[src/rtl/spi_pkg.sv]
// rtl/spi_pkg.sv - shared types and constants for the SPI master
package spi_pkg;

  // Default transfer length in bits
  localparam int DATA_W_DEF = 8;

  // Controller state encoding
  typedef enum logic [1:0] {
    ST_IDLE  = 2'd0,
    ST_SETUP = 2'd1,
    ST_XFER  = 2'd2,
    ST_HOLD  = 2'd3
  } state_e;

  // SPI modes as {cpol, cpha}
  localparam logic [1:0] MODE0 = 2'b00;
  localparam logic [1:0] MODE1 = 2'b01;
  localparam logic [1:0] MODE2 = 2'b10;
  localparam logic [1:0] MODE3 = 2'b11;

endpackage

[src/rtl/spi_clk_gen.sv]
// rtl/spi_clk_gen.sv - sclk divider with leading/trailing edge strobes
module spi_clk_gen #(
  parameter int CLK_DIV = 4,
  parameter int EDGES   = 16,
  parameter int EDGE_W  = $clog2(EDGES + 1)
) (
  input  logic              clk,
  input  logic              rst,
  input  logic              run_i,
  input  logic              idle_lvl_i,
  output logic              sclk_o,
  output logic              lead_stb_o,
  output logic              trail_stb_o,
  output logic [EDGE_W-1:0] edge_cnt_o
);

  localparam int CNT_W = (CLK_DIV > 1) ? $clog2(CLK_DIV) : 1;
  localparam logic [CNT_W-1:0] DIV_LAST = CNT_W'(CLK_DIV - 1);

  logic [CNT_W-1:0]  div_q, div_d;
  logic [EDGE_W-1:0] edge_q, edge_d;
  logic              lvl_q, lvl_d;
  logic              term;

  // Half-period counter; the strobes fire in the cycle before sclk toggles
  always_comb begin
    term   = run_i && (div_q == DIV_LAST);
    div_d  = div_q;
    edge_d = edge_q;
    lvl_d  = lvl_q;
    if (!run_i) begin
      div_d  = '0;
      edge_d = '0;
      lvl_d  = idle_lvl_i;
    end else if (term) begin
      div_d  = '0;
      edge_d = edge_q + EDGE_W'(1);
      lvl_d  = ~lvl_q;
    end else begin
      div_d  = div_q + CNT_W'(1);
    end
  end

  // Divider, edge counter and sclk level registers
  always_ff @(posedge clk) begin
    if (rst) begin
      div_q  <= '0;
      edge_q <= '0;
      lvl_q  <= 1'b0;
    end else begin
      div_q  <= div_d;
      edge_q <= edge_d;
      lvl_q  <= lvl_d;
    end
  end

  // Even count means the upcoming edge is odd-numbered (leading)
  assign lead_stb_o  = term && !edge_q[0];
  assign trail_stb_o = term &&  edge_q[0];
  assign sclk_o      = lvl_q;
  assign edge_cnt_o  = edge_q;

endmodule

[src/rtl/master_spi.sv]
// rtl/master_spi.sv - SPI master: FSM, shift registers and start/done handshake
module master_spi
  import spi_pkg::*;
#(
  parameter int DATA_W  = DATA_W_DEF,
  parameter int CLK_DIV = 4
) (
  input  logic              clk,
  input  logic              rst,
  input  logic              start,
  input  logic              cpol,
  input  logic              cpha,
  input  logic [DATA_W-1:0] data_in,
  input  logic              miso,
  output logic              sclk,
  output logic              mosi,
  output logic              ss,
  output logic              busy,
  output logic              done,
  output logic [DATA_W-1:0] data_out
);

  localparam int EDGES  = 2 * DATA_W;
  localparam int EDGE_W = $clog2(EDGES + 1);
  localparam int CNT_W  = (CLK_DIV > 1) ? $clog2(CLK_DIV) : 1;
  localparam logic [CNT_W-1:0]  PH_LAST   = CNT_W'(CLK_DIV - 1);
  localparam logic [EDGE_W-1:0] EDGE_LAST = EDGE_W'(EDGES - 1);

  state_e            state_q;
  logic [CNT_W-1:0]  ph_q;
  logic [DATA_W-1:0] tx_q;
  logic [DATA_W-1:0] rx_q;
  logic              cpol_q;
  logic              cpha_q;
  logic              mosi_q;
  logic              ss_q;
  logic              busy_q;
  logic              done_q;
  logic [DATA_W-1:0] dout_q;

  logic              run;
  logic              idle_lvl;
  logic              lead_stb;
  logic              trail_stb;
  logic [EDGE_W-1:0] edge_cnt;

  // In IDLE sclk tracks the live cpol so the bus already idles correctly at accept
  assign run      = (state_q == ST_XFER);
  assign idle_lvl = (state_q == ST_IDLE) ? cpol : cpol_q;

  spi_clk_gen #(
    .CLK_DIV (CLK_DIV),
    .EDGES   (EDGES),
    .EDGE_W  (EDGE_W)
  ) u_clk_gen (
    .clk         (clk),
    .rst         (rst),
    .run_i       (run),
    .idle_lvl_i  (idle_lvl),
    .sclk_o      (sclk),
    .lead_stb_o  (lead_stb),
    .trail_stb_o (trail_stb),
    .edge_cnt_o  (edge_cnt)
  );

  // Transfer FSM with registered bus and handshake outputs
  always_ff @(posedge clk) begin
    if (rst) begin
      state_q <= ST_IDLE;
      ph_q    <= '0;
      tx_q    <= '0;
      rx_q    <= '0;
      cpol_q  <= 1'b0;
      cpha_q  <= 1'b0;
      mosi_q  <= 1'b0;
      ss_q    <= 1'b1;
      busy_q  <= 1'b0;
      done_q  <= 1'b0;
      dout_q  <= '0;
    end else begin
      done_q <= 1'b0;
      case (state_q)
        ST_IDLE: begin
          if (start) begin
            tx_q    <= data_in;
            rx_q    <= '0;
            cpol_q  <= cpol;
            cpha_q  <= cpha;
            mosi_q  <= data_in[DATA_W-1];
            ss_q    <= 1'b0;
            busy_q  <= 1'b1;
            ph_q    <= '0;
            state_q <= ST_SETUP;
          end
        end
        ST_SETUP: begin
          if (ph_q == PH_LAST) begin
            ph_q    <= '0;
            state_q <= ST_XFER;
          end else begin
            ph_q <= ph_q + CNT_W'(1);
          end
        end
        ST_XFER: begin
          if (lead_stb) begin
            if (!cpha_q) begin
              rx_q <= {rx_q[DATA_W-2:0], miso};
            end else if (edge_cnt != '0) begin
              // The first leading edge presents the MSB already on mosi
              tx_q   <= {tx_q[DATA_W-2:0], 1'b0};
              mosi_q <= tx_q[DATA_W-2];
            end
          end
          if (trail_stb) begin
            if (!cpha_q) begin
              tx_q   <= {tx_q[DATA_W-2:0], 1'b0};
              mosi_q <= tx_q[DATA_W-2];
            end else begin
              rx_q <= {rx_q[DATA_W-2:0], miso};
            end
            if (edge_cnt == EDGE_LAST) begin
              ph_q    <= '0;
              state_q <= ST_HOLD;
            end
          end
        end
        ST_HOLD: begin
          if (ph_q == PH_LAST) begin
            ph_q    <= '0;
            ss_q    <= 1'b1;
            busy_q  <= 1'b0;
            done_q  <= 1'b1;
            dout_q  <= rx_q;
            state_q <= ST_IDLE;
          end else begin
            ph_q <= ph_q + CNT_W'(1);
          end
        end
        default: state_q <= ST_IDLE;
      endcase
    end
  end

  assign mosi     = mosi_q;
  assign ss       = ss_q;
  assign busy     = busy_q;
  assign done     = done_q;
  assign data_out = dout_q;

endmodule

[config.mk]
export PLATFORM = sky130hd
export DESIGN_NAME = master_spi
export DESIGN_NICKNAME = d
export VERILOG_FILES = /design/src/rtl/spi_pkg.sv /design/src/rtl/spi_clk_gen.sv /design/src/rtl/master_spi.sv
export SDC_FILE = /design/constraint.sdc
export NUM_CORES = 1
export LEC_CHECK = 0
export BUFFER_PORTS_ARGS = -buffer_cell sky130_fd_sc_hd__buf_2
export CORE_UTILIZATION = 25
export DETAILED_ROUTE_END_ITERATION = 6
export PLACE_DENSITY = 0.51
export SYNTH_ARGS = -nofsm -noshare
export SYNTH_HDL_FRONTEND = slang
export SYNTH_SLANG_ARGS = --single-unit
[constraint.sdc]
create_clock -name clk -period 3.1 [get_ports clk]
set_clock_uncertainty 0.15 [all_clocks]
set_input_delay 0.62 -clock clk [delete_from_list [all_inputs] [get_ports clk]]
set_output_delay 0.62 -clock clk [all_outputs]
set_load 0.1 [all_outputs]
# After elaboration in Yosys (flattened, before gate mapping)
# Cells that the tools add are included.
[totals] ff_bits=42 in_bits=14 elab_cells=91
[classes] n_addsub=3 n_eq_ne=12 n_mux=41 n_bitwise=3 reduce_logical=18
[ops] op="$mux W8" count=11
[ops] op="$pmux W8 S2" count=2
[ops] op="$mux W2" count=9
[ops] op="$mux W1" count=14
[ops] op="$ne A2 B2 Y1 const B" count=6
[ops] op="$eq A2 B2 Y1 const B" count=4
[ops] op="$pmux W2 S4" count=1
[ops] op="$pmux W1 S2" count=3
[ops] op="$pmux W2 S3" count=1
[ops] op="$reduce_and A2 Y1" count=3
[ops] op="$reduce_and A3 Y1" count=2
[ops] op="$reduce_or A2 Y1" count=3
[ops] op="$add A5 B1 Y5 const B" count=1
[ops] op="$eq A5 B4 Y1 const B" count=1
[ops] op="$reduce_and A5 Y1" count=1
[ops] op="$reduce_bool A5 Y1" count=1
[ops] op="$add A2 B1 Y2 const B" count=2
[ops] op="$reduce_bool A2 Y1" count=2
[ops] op="$logic_and A1 B1 Y1" count=3
[ops] op="$not A1 Y1" count=3
[ops] op="$reduce_or A3 Y1" count=1
[ops] op="$eq A2 B1 Y1 const B" count=1
[ops] op="$logic_not A2 Y1" count=1
[ops] op="$logic_not A1 Y1" count=1

# Depth between registers and ports, before layout
# Gate-level depths: netlist of run 1.
[depth] word_depth=7 mapped_depth=9 mapped_depth_nobuf=7

# Hierarchy
# Synthesis of run 1 repeated with hierarchy kept, for this count alone.
[unflattened] cells_unflattened=209 area_unflattened_um2=1888.1
[by_module_without_submodules] mod="master_spi" instances=1 cells_per_inst=174 area_per_inst_um2=1531.5 seq_area_each_um2=660.6
[by_module_without_submodules] mod="spi_clk_gen" instances=1 cells_per_inst=35 area_per_inst_um2=356.6 seq_area_each_um2=160.2

# Worst setup path before layout of run 1
# Ideal clock, no wire load.
[synth_timing] path_kind="flip-flop to flip-flop" start="register state_q[0]" end="register rx_q[4]" arrival_time_ns=1.728 t_required_ns=2.818 path_slack_ns=1.089 path_stages_with_launch=9 n_path_buf=2 path_cell_list="dfxtp_1 inv_1 ha_1 buf_2 nor2b_1 nor3_1 clkbuf_1 nand3b_1 a21oi_1"
[synth_between] elab_chain_cells=7
[synth_lines] element="from (decl)" line_no="master_spi.sv:29" rtl="state_e state_q;"
[synth_lines] element="from (signal assigned)" line_no="master_spi.sv:69" rtl="state_q <= ST_IDLE;"
[synth_lines] element="from (signal assigned)" line_no="master_spi.sv:93" rtl="state_q <= ST_SETUP;"
[synth_lines] element="from (signal assigned)" line_no="master_spi.sv:99" rtl="state_q <= ST_XFER;"
[synth_lines] element="$eq A2 B2 Y1" line_no="master_spi.sv:48, master_spi.sv:82"
[synth_lines] element="$logic_and A1 B1 Y1" line_no="spi_clk_gen.sv:27" rtl="term = run_i && (div_q == DIV_LAST);"
[synth_lines] element="$logic_and A1 B1 Y1" line_no="spi_clk_gen.sv:58" rtl="assign lead_stb_o = term && !edge_q[0];"
[synth_lines] element="$mux W8" line_no="master_spi.sv:105" rtl="if (lead_stb) begin"
[synth_lines] element="$mux W8" line_no="master_spi.sv:115" rtl="if (!cpha_q) begin"
[synth_lines] element="$mux W8" line_no="master_spi.sv:114" rtl="if (trail_stb) begin"
[synth_lines] element="$pmux W8 S2" line_no="master_spi.sv:82" rtl="case (state_q)"
[synth_lines] element="to (signal assigned)" line_no="master_spi.sv:107" rtl="rx_q <= {rx_q[DATA_W-2:0], miso};"
[synth_lines] element="to (signal assigned)" line_no="master_spi.sv:119" rtl="rx_q <= {rx_q[DATA_W-2:0], miso};"
[synth_lines] element="to (decl)" line_no="master_spi.sv:32" rtl="logic [DATA_W-1:0] rx_q;"
# Several ways; a longest one is shown, not always the timed one.
# A chain may end at the register's enable or synchronous reset.

# Worst setup path after layout of run 1
[layout_timing] start="register state_q[0]" end="register tx_q[1]"
[layout_between] elab_chain_cells=7
[layout_lines] element="$eq A2 B2 Y1" line_no="master_spi.sv:48, master_spi.sv:82"
[layout_lines] element="$logic_and A1 B1 Y1" line_no="spi_clk_gen.sv:27"
[layout_lines] element="$logic_and A1 B1 Y1" line_no="spi_clk_gen.sv:58"
[layout_lines] element="$mux W8" line_no="master_spi.sv:105"
[layout_lines] element="$mux W8" line_no="master_spi.sv:115"
[layout_lines] element="$mux W8" line_no="master_spi.sv:114"
[layout_lines] element="$pmux W8 S2" line_no="master_spi.sv:82"
[layout_lines] element="to (signal assigned)" line_no="master_spi.sv:85" rtl="tx_q <= data_in;"
[layout_lines] element="to (signal assigned)" line_no="master_spi.sv:110" rtl="tx_q <= {tx_q[DATA_W-2:0], 1'b0};"
[layout_lines] element="to (signal assigned)" line_no="master_spi.sv:116" rtl="tx_q <= {tx_q[DATA_W-2:0], 1'b0};"
[layout_lines] element="to (decl)" line_no="master_spi.sv:31" rtl="logic [DATA_W-1:0] tx_q;"
# Several ways; a longest one is shown, not always the timed one.

==> results of run 1 <==
path summary, 6_finish.rpt:
check | startpoint | slack, ns | end
max reg2reg | state_q[0] | 0.92 | tx_q[1]
min | u_clk_gen.div_q[0] | 0.29 | u_clk_gen.div_q[0]
max | state_q[0] | 0.92 | tx_q[1]
min reg2reg | u_clk_gen.div_q[0] | 0.29 | u_clk_gen.div_q[0]
cell type report:
cell class              count  area [µm²]
fillers                   738        4730
multi-input cells         150         910
flip-flops and latches     41         821
repair buffers             29         153
well taps                  96         120
clock buffers               7        86.3
clock inverters             1        30.0
inverters                   5        18.8
per-stage QoR:
step           cell area (µm²)  hold WS (ns)  worst slack [ns]
2_1_floorplan             1810         0.258              1.09
3_3_place_gp              2020         0.276             0.971
3_5_place_dp              2020         0.274             0.936
4_1_cts                   2140         0.289             0.946
5_1_grt                   2140         0.325             0.705
6_report                  2140         0.288             0.919
sequential cells by signal, summed over array words and instances (netlist names):
signal / cells
busy: 1
cpha_q: 1
cpol_q: 1
data_out: 8
done: 1
mosi: 1
ph_q: 2
rx_q: 8
ss: 1
state_q: 2
tx_q: 7
u_clk_gen.div_q: 2
u_clk_gen.edge_cnt_o: 5
u_clk_gen.sclk_o: 1
cells in the mapped netlist, drive strengths merged, types with 3 or more instances:
library cell and instances:
dfxtp 41, nand2 37, a21oi 26, nor2 13
nand3 12, clkbuf 10, ha 9, a2111oi 7
a311oi 7, nand3b 7, a211oi 4, buf 4
inv 4, mux2i 3, nand2b 3, nor3 3
xor2 3
cells in the final DEF, fill, tap and decap left out, drive strengths merged:
cell / Yosys / layout
dfxtp: 41 / 41
nand2: 37 / 37
buf: 4 / 29
a21oi: 26 / 26
nor2: 13 / 13
nand3: 12 / 12
ha: 9 / 9
a2111oi: 7 / 7
a311oi: 7 / 7
nand3b: 7 / 7
clkbuf: 10 / 7
inv: 4 / 4
a211oi: 4 / 4
nand2b: 3 / 3
xor2: 3 / 3
nor3: 3 / 3
mux2i: 3 / 3
xnor2: 2 / 2
nor2b: 2 / 2
o21bai: 2 / 2
o211ai: 2 / 2
nand4: 2 / 2
or2: 2 / 2
clkinv: 1 / 1
and3: 1 / 1
nor3b: 1 / 1
o2111a: 1 / 1
a21o: 1 / 1
bufinv: 0 / 1
cells by family after synthesis:
family / share of synthesized area
simple gates: 0.217
flops: 0.455
xor+xnor: 0.0243
buf+inv: 0.0416
fa+ha+maj: 0.0624
compound gates: 0.184
mux: 0.0166
power by group:
part / leakage [nW] / switching, mW / internal (mW)
Combinational: 0.387 / 0.307 / 0.123
Sequential: 0.333 / 0.0355 / 0.583
Clock: 0.0585 / 0.184 / 0.263
routing by layer:
layer	share of wire	wire [µm]
met1	0.52	2040
met2	0.44	1720
met3	0.033	128
met4	0.010	40
met5	0	0
worst max-delay path, stage by stage (launching register included):
cell,delay (ns)
dfxtp_1,0.39
inv_1,0.08
ha_1,0.30
nand2b_1,0.18
nand4_2,0.24
or2_0,0.44
a311oi_1,0.31
==> results.sh, run 1 <==
export IMPL_outcome="finished, final reports clean"
export IMPL_nets=255
export IMPL_grt_pass1_wl_um=6810
export IMPL_critPathKind="flop to flop"
export IMPL_holdPathStages=1
export IMPL_antenna_cells=0
export IMPL_dieArea_um2=7570
export IMPL_place_inst=321
export IMPL_synthArstFlopShare=0
export IMPL_route_detailed_drc=0
export IMPL_path_clk_slew_ns=0.08
export IMPL_fin_setup_tns_ns=0
export IMPL_use_met1=0.156
export IMPL_crit_arrival_ns=2.22
export IMPL_synth_top_cell_area_share=0.455
export IMPL_cts_buffers=5
export IMPL_setup_viol=0
export IMPL_io_pins=27
export IMPL_cp_max_fo=9
export IMPL_ir_worst_vdd_v=0.000161
export IMPL_clock_latency_ns=0.29
export IMPL_syn_num_nets=233
export IMPL_top_usage_layer="met2"
export IMPL_ctsResizeCount=0
export IMPL_cts_buffer_depth=2
export IMPL_first_pass_iters=4
export IMPL_wire_per_inst_um=12.0
export IMPL_grt_overflow_total=0
export IMPL_yosysWarnings=0
export IMPL_antenna_found_initial=0
export IMPL_grt_setup_unrepaired="false"
export IMPL_grt_max_degree=24
export IMPL_synth_edff_count=0
export IMPL_syn_inst=210
export IMPL_instances_no_fill=329
export IMPL_core_um2=6870
export IMPL_tightest_slew_ns=0.533
export IMPL_max_freq_ghz=0.459
export IMPL_cts_sinks=41
export IMPL_die_h_um=87.0
export IMPL_htreeDepth=2
export IMPL_drive_gt1_frac=0.159
export IMPL_use_met2=0.174
export IMPL_num_vias=1542
export IMPL_synthDistinctLibCells=31
export IMPL_start_kind="flop"
export IMPL_met3_usage=0.0322
export IMPL_grt_pass1_vias=1424
export IMPL_hpwl_um=2670
export IMPL_die_w_um=87.0
export IMPL_gp_congestion=0.695
export IMPL_vias_per_cell=4.69
export IMPL_post_cts_buffers=0
export IMPL_ff2ff_path_depth=6
export IMPL_root_buffer="clkbuf_8"
export IMPL_slew_viol_final=0
export IMPL_power_leakage_nw=0.778
export IMPL_synthTopCellsByArea="dfxtp_1, nand2_1, a21oi_1"
export IMPL_relSlewSlack=0.644
export IMPL_period_minus_slack_ns=2.18
export IMPL_cts_tree="done"
export IMPL_hold_viol_final=0
export IMPL_worst_setup_path_end_kind="flop"
export IMPL_synth_top_area_cell="dfxtp_1"
export IMPL_ys_seq_area_frac=0.455
export IMPL_synthToLayoutAreaGrowth_pct=18.4
export IMPL_io_buffers=26
export IMPL_power_mw=1.49
export IMPL_utilization=0.311
export IMPL_synth_ff_type="dfxtp_1"
export IMPL_start_util=0.263
export IMPL_syn_area_per_cell_um2=8.60
export IMPL_row_count=30
export IMPL_hold_buffers=0
export IMPL_cap_violations=0
export IMPL_required_ns=3.14
export IMPL_synth_seq_cells=41
export IMPL_drt_total_wl_um=3930
export IMPL_grt_usage=0.116
export IMPL_cellPowerDensity_nw_per_um2=699
export IMPL_drt_iter0_markers=38
export IMPL_synth_area_um2=1810
export IMPL_fin_crit_sh=0.704
export IMPL_postRouteAntennaNets=0
export IMPL_worstHoldPathType="flop to flop"
Power figures use the tool's default switching activity.
==> run 2, diff against run 1 <==
PLACE_DENSITY = 0.53   (was 0.51)
clock period = 1.8 ns   (was 3.1 ns; I/O delays follow)
==> run 2 against run 1 <==
  * Setup slack got worse by 0.86 ns
  * Global-route usage barely moved
  * Largest power group unchanged
  * First-iteration DRC count rose by 53%
  * Clock power rose by 37%
  * Flip-flop and latch count did not move
  * Worst hold slack got worse by 0.13 ns
  * Power rose by 82%
  * Critical endpoint is now tx_q[5]
  * Largest cell class unchanged
==> results.sh, run 2 (synthesis gave the netlist of run 1 again) <==
export IMPL_outcome="finished, final reports clean"
export IMPL_grt_pass1_vias=1470
export IMPL_place_area_um2=2210
export IMPL_slew_viol_final=0
export IMPL_p_int_mw=1.72
export IMPL_grt_overflow_total=0
export IMPL_hold_viol_final=0
export IMPL_first_pass_iters=4
export IMPL_grt_max_degree=27
export IMPL_antenna_found_initial=0
export IMPL_crit_arrival_ns=1.75
export IMPL_power_leakage_nw=0.874
export IMPL_antenna_cells=0
export IMPL_drt_total_wl_um=4050
export IMPL_htreeDepth=2
export IMPL_tightest_slew_ns=0.489
export IMPL_required_ns=1.81
export IMPL_cp_max_fo=5
export IMPL_clock_latency_ns=0.29
export IMPL_cts_buffers=5
export IMPL_holdWs_ns=0.158
export IMPL_nets=274
export IMPL_hpwl_um=2870
export IMPL_fin_crit_sh=0.967
export IMPL_ir_worst_vdd_v=0.000475
export IMPL_cts_buffer_depth=2
export IMPL_wire_per_inst_um=11.7
export IMPL_io_pins=27
export IMPL_cts_sinks=41
export IMPL_drt_iter0_markers=58
export IMPL_core_um2=6870
export IMPL_vias_per_cell=4.57
export IMPL_root_buffer="clkbuf_8"
export IMPL_max_freq_ghz=0.575
export IMPL_switching_share=0.369
export IMPL_path_clk_slew_ns=0.08
export IMPL_power_frac_comb=0.384
export IMPL_gp_congestion=0.744
export IMPL_finalInstanceArea_um2=2350
export IMPL_grt_pass1_wl_um=6880
export IMPL_row_count=30
export IMPL_num_vias=1586
export IMPL_layout_commonest_cell="dfxtp_1"
export IMPL_die_w_um=87.0
export IMPL_cap_violations=0
export IMPL_io_buffers=26
export IMPL_utilization=0.342
export IMPL_dieArea_um2=7570
export IMPL_seq_power_share=0.391
export IMPL_worstHoldPathType="input pin to flop"
export IMPL_post_cts_buffers=0
export IMPL_cts_tree="done"
export IMPL_synthToLayoutAreaGrowth_pct=30.2
export IMPL_cellPowerDensity_nw_per_um2=1160
export IMPL_grt_setup_unrepaired="true"
export IMPL_hold_buffers=0
export IMPL_final_cell_mix="dfxtp_1, nand2_1, buf_2"
export IMPL_die_h_um=87.0
export IMPL_relSlewSlack=0.676
export IMPL_period_minus_slack_ns=1.74
export IMPL_grt_usage=0.116
export IMPL_clkPwrFrac=0.225
export IMPL_drive_gt1_frac=0.275
export IMPL_start_util=0.263
export IMPL_setup_viol=0
export IMPL_worst_setup_path_end_kind="flop"
export IMPL_switchingPower_mw=1.00
export IMPL_critPathKind="flop to flop"
export IMPL_postRouteAntennaNets=0
export IMPL_route_detailed_drc=0
export IMPL_start_kind="flop"
run 2: changes by cell type in the layout (fill, tap and decap cells not counted), moves of 2 or more:
cell / before / now
a2111oi_2: 0 / 2
a2111oi_0: 7 / 2
ha_1: 9 / 7
buf_4: 3 / 20
a21oi_1: 26 / 24
a2111oi_1: 0 / 3
dfxtp_1: 41 / 39
run 2: path summary, 6_finish.rpt:
| kind | startpoint | endpoint | slack [ns] | cells after the start |
|---|---|---|---|---|
| setup / recovery | u_clk_gen.edge_cnt_o[0] | tx_q[5] | 0.06 | 6 |
| hold / removal | miso | rx_q[0] | 0.16 | 3 |
| setup reg to reg | u_clk_gen.edge_cnt_o[0] | tx_q[5] | 0.06 | 6 |
| hold reg to reg | u_clk_gen.div_q[0] | u_clk_gen.div_q[0] | 0.29 | 1 |
run 2: layer usage:
layer / share of wire / GRT usage / up-vias
met1: 0.47 / 0.143 / 724
met4: 0.0089 / 0.0364 / 0
met5: 0 / 0 / -
met2: 0.48 / 0.195 / 34
met3: 0.036 / 0.0322 / 6
li1: - / - / 822
run 2: repair_timing:
action	CTS	global route
pin swaps	0	2
gates resized for setup	3	15
setup endpoints to repair	7	18
run 2: power by group through the flow:
stage	sequential, mW	clock (mW)	combinational (mW)
global route	1.08	0.680	1.14
detailed placement	1.08	0	0.981
finish	1.06	0.612	1.05
floorplan	1.25	0	0.493
global placement	1.08	0	0.980
CTS	1.06	0.630	0.991
run 2: stage by stage:
step / worst slack (ns) / setup TNS, ns / power (mW) / std cells
finish: 0.0595 / 0 / 2.72 / 347
global route: -0.0735 / -0.338 / 2.90 / 347
CTS: 0.00413 / 0 / 2.69 / 348
detailed placement: -0.0218 / -0.0590 / 2.07 / 341
global placement: -0.0219 / -0.0347 / 2.06 / 341
floorplan: 0.00809 / 0 / 1.74 / 210
run 2: worst max-delay path, cell delays in order (launching register included):
cell	delay (ns)
dfxtp_4	0.37
inv_1	0.06
ha_1	0.19
o2111a_1	0.19
buf_4	0.18
a2111oi_0	0.40
a311oi_1	0.09
run 2: layout make-up:
cell class	instances	area (µm²)
fill	729	4520
multi-input combinational	150	985
sequential	41	826
timing repair buffer	48	312
tap	96	120
clock buffer	6	82.6
inverter	5	18.8
clock inverter	1	7.51
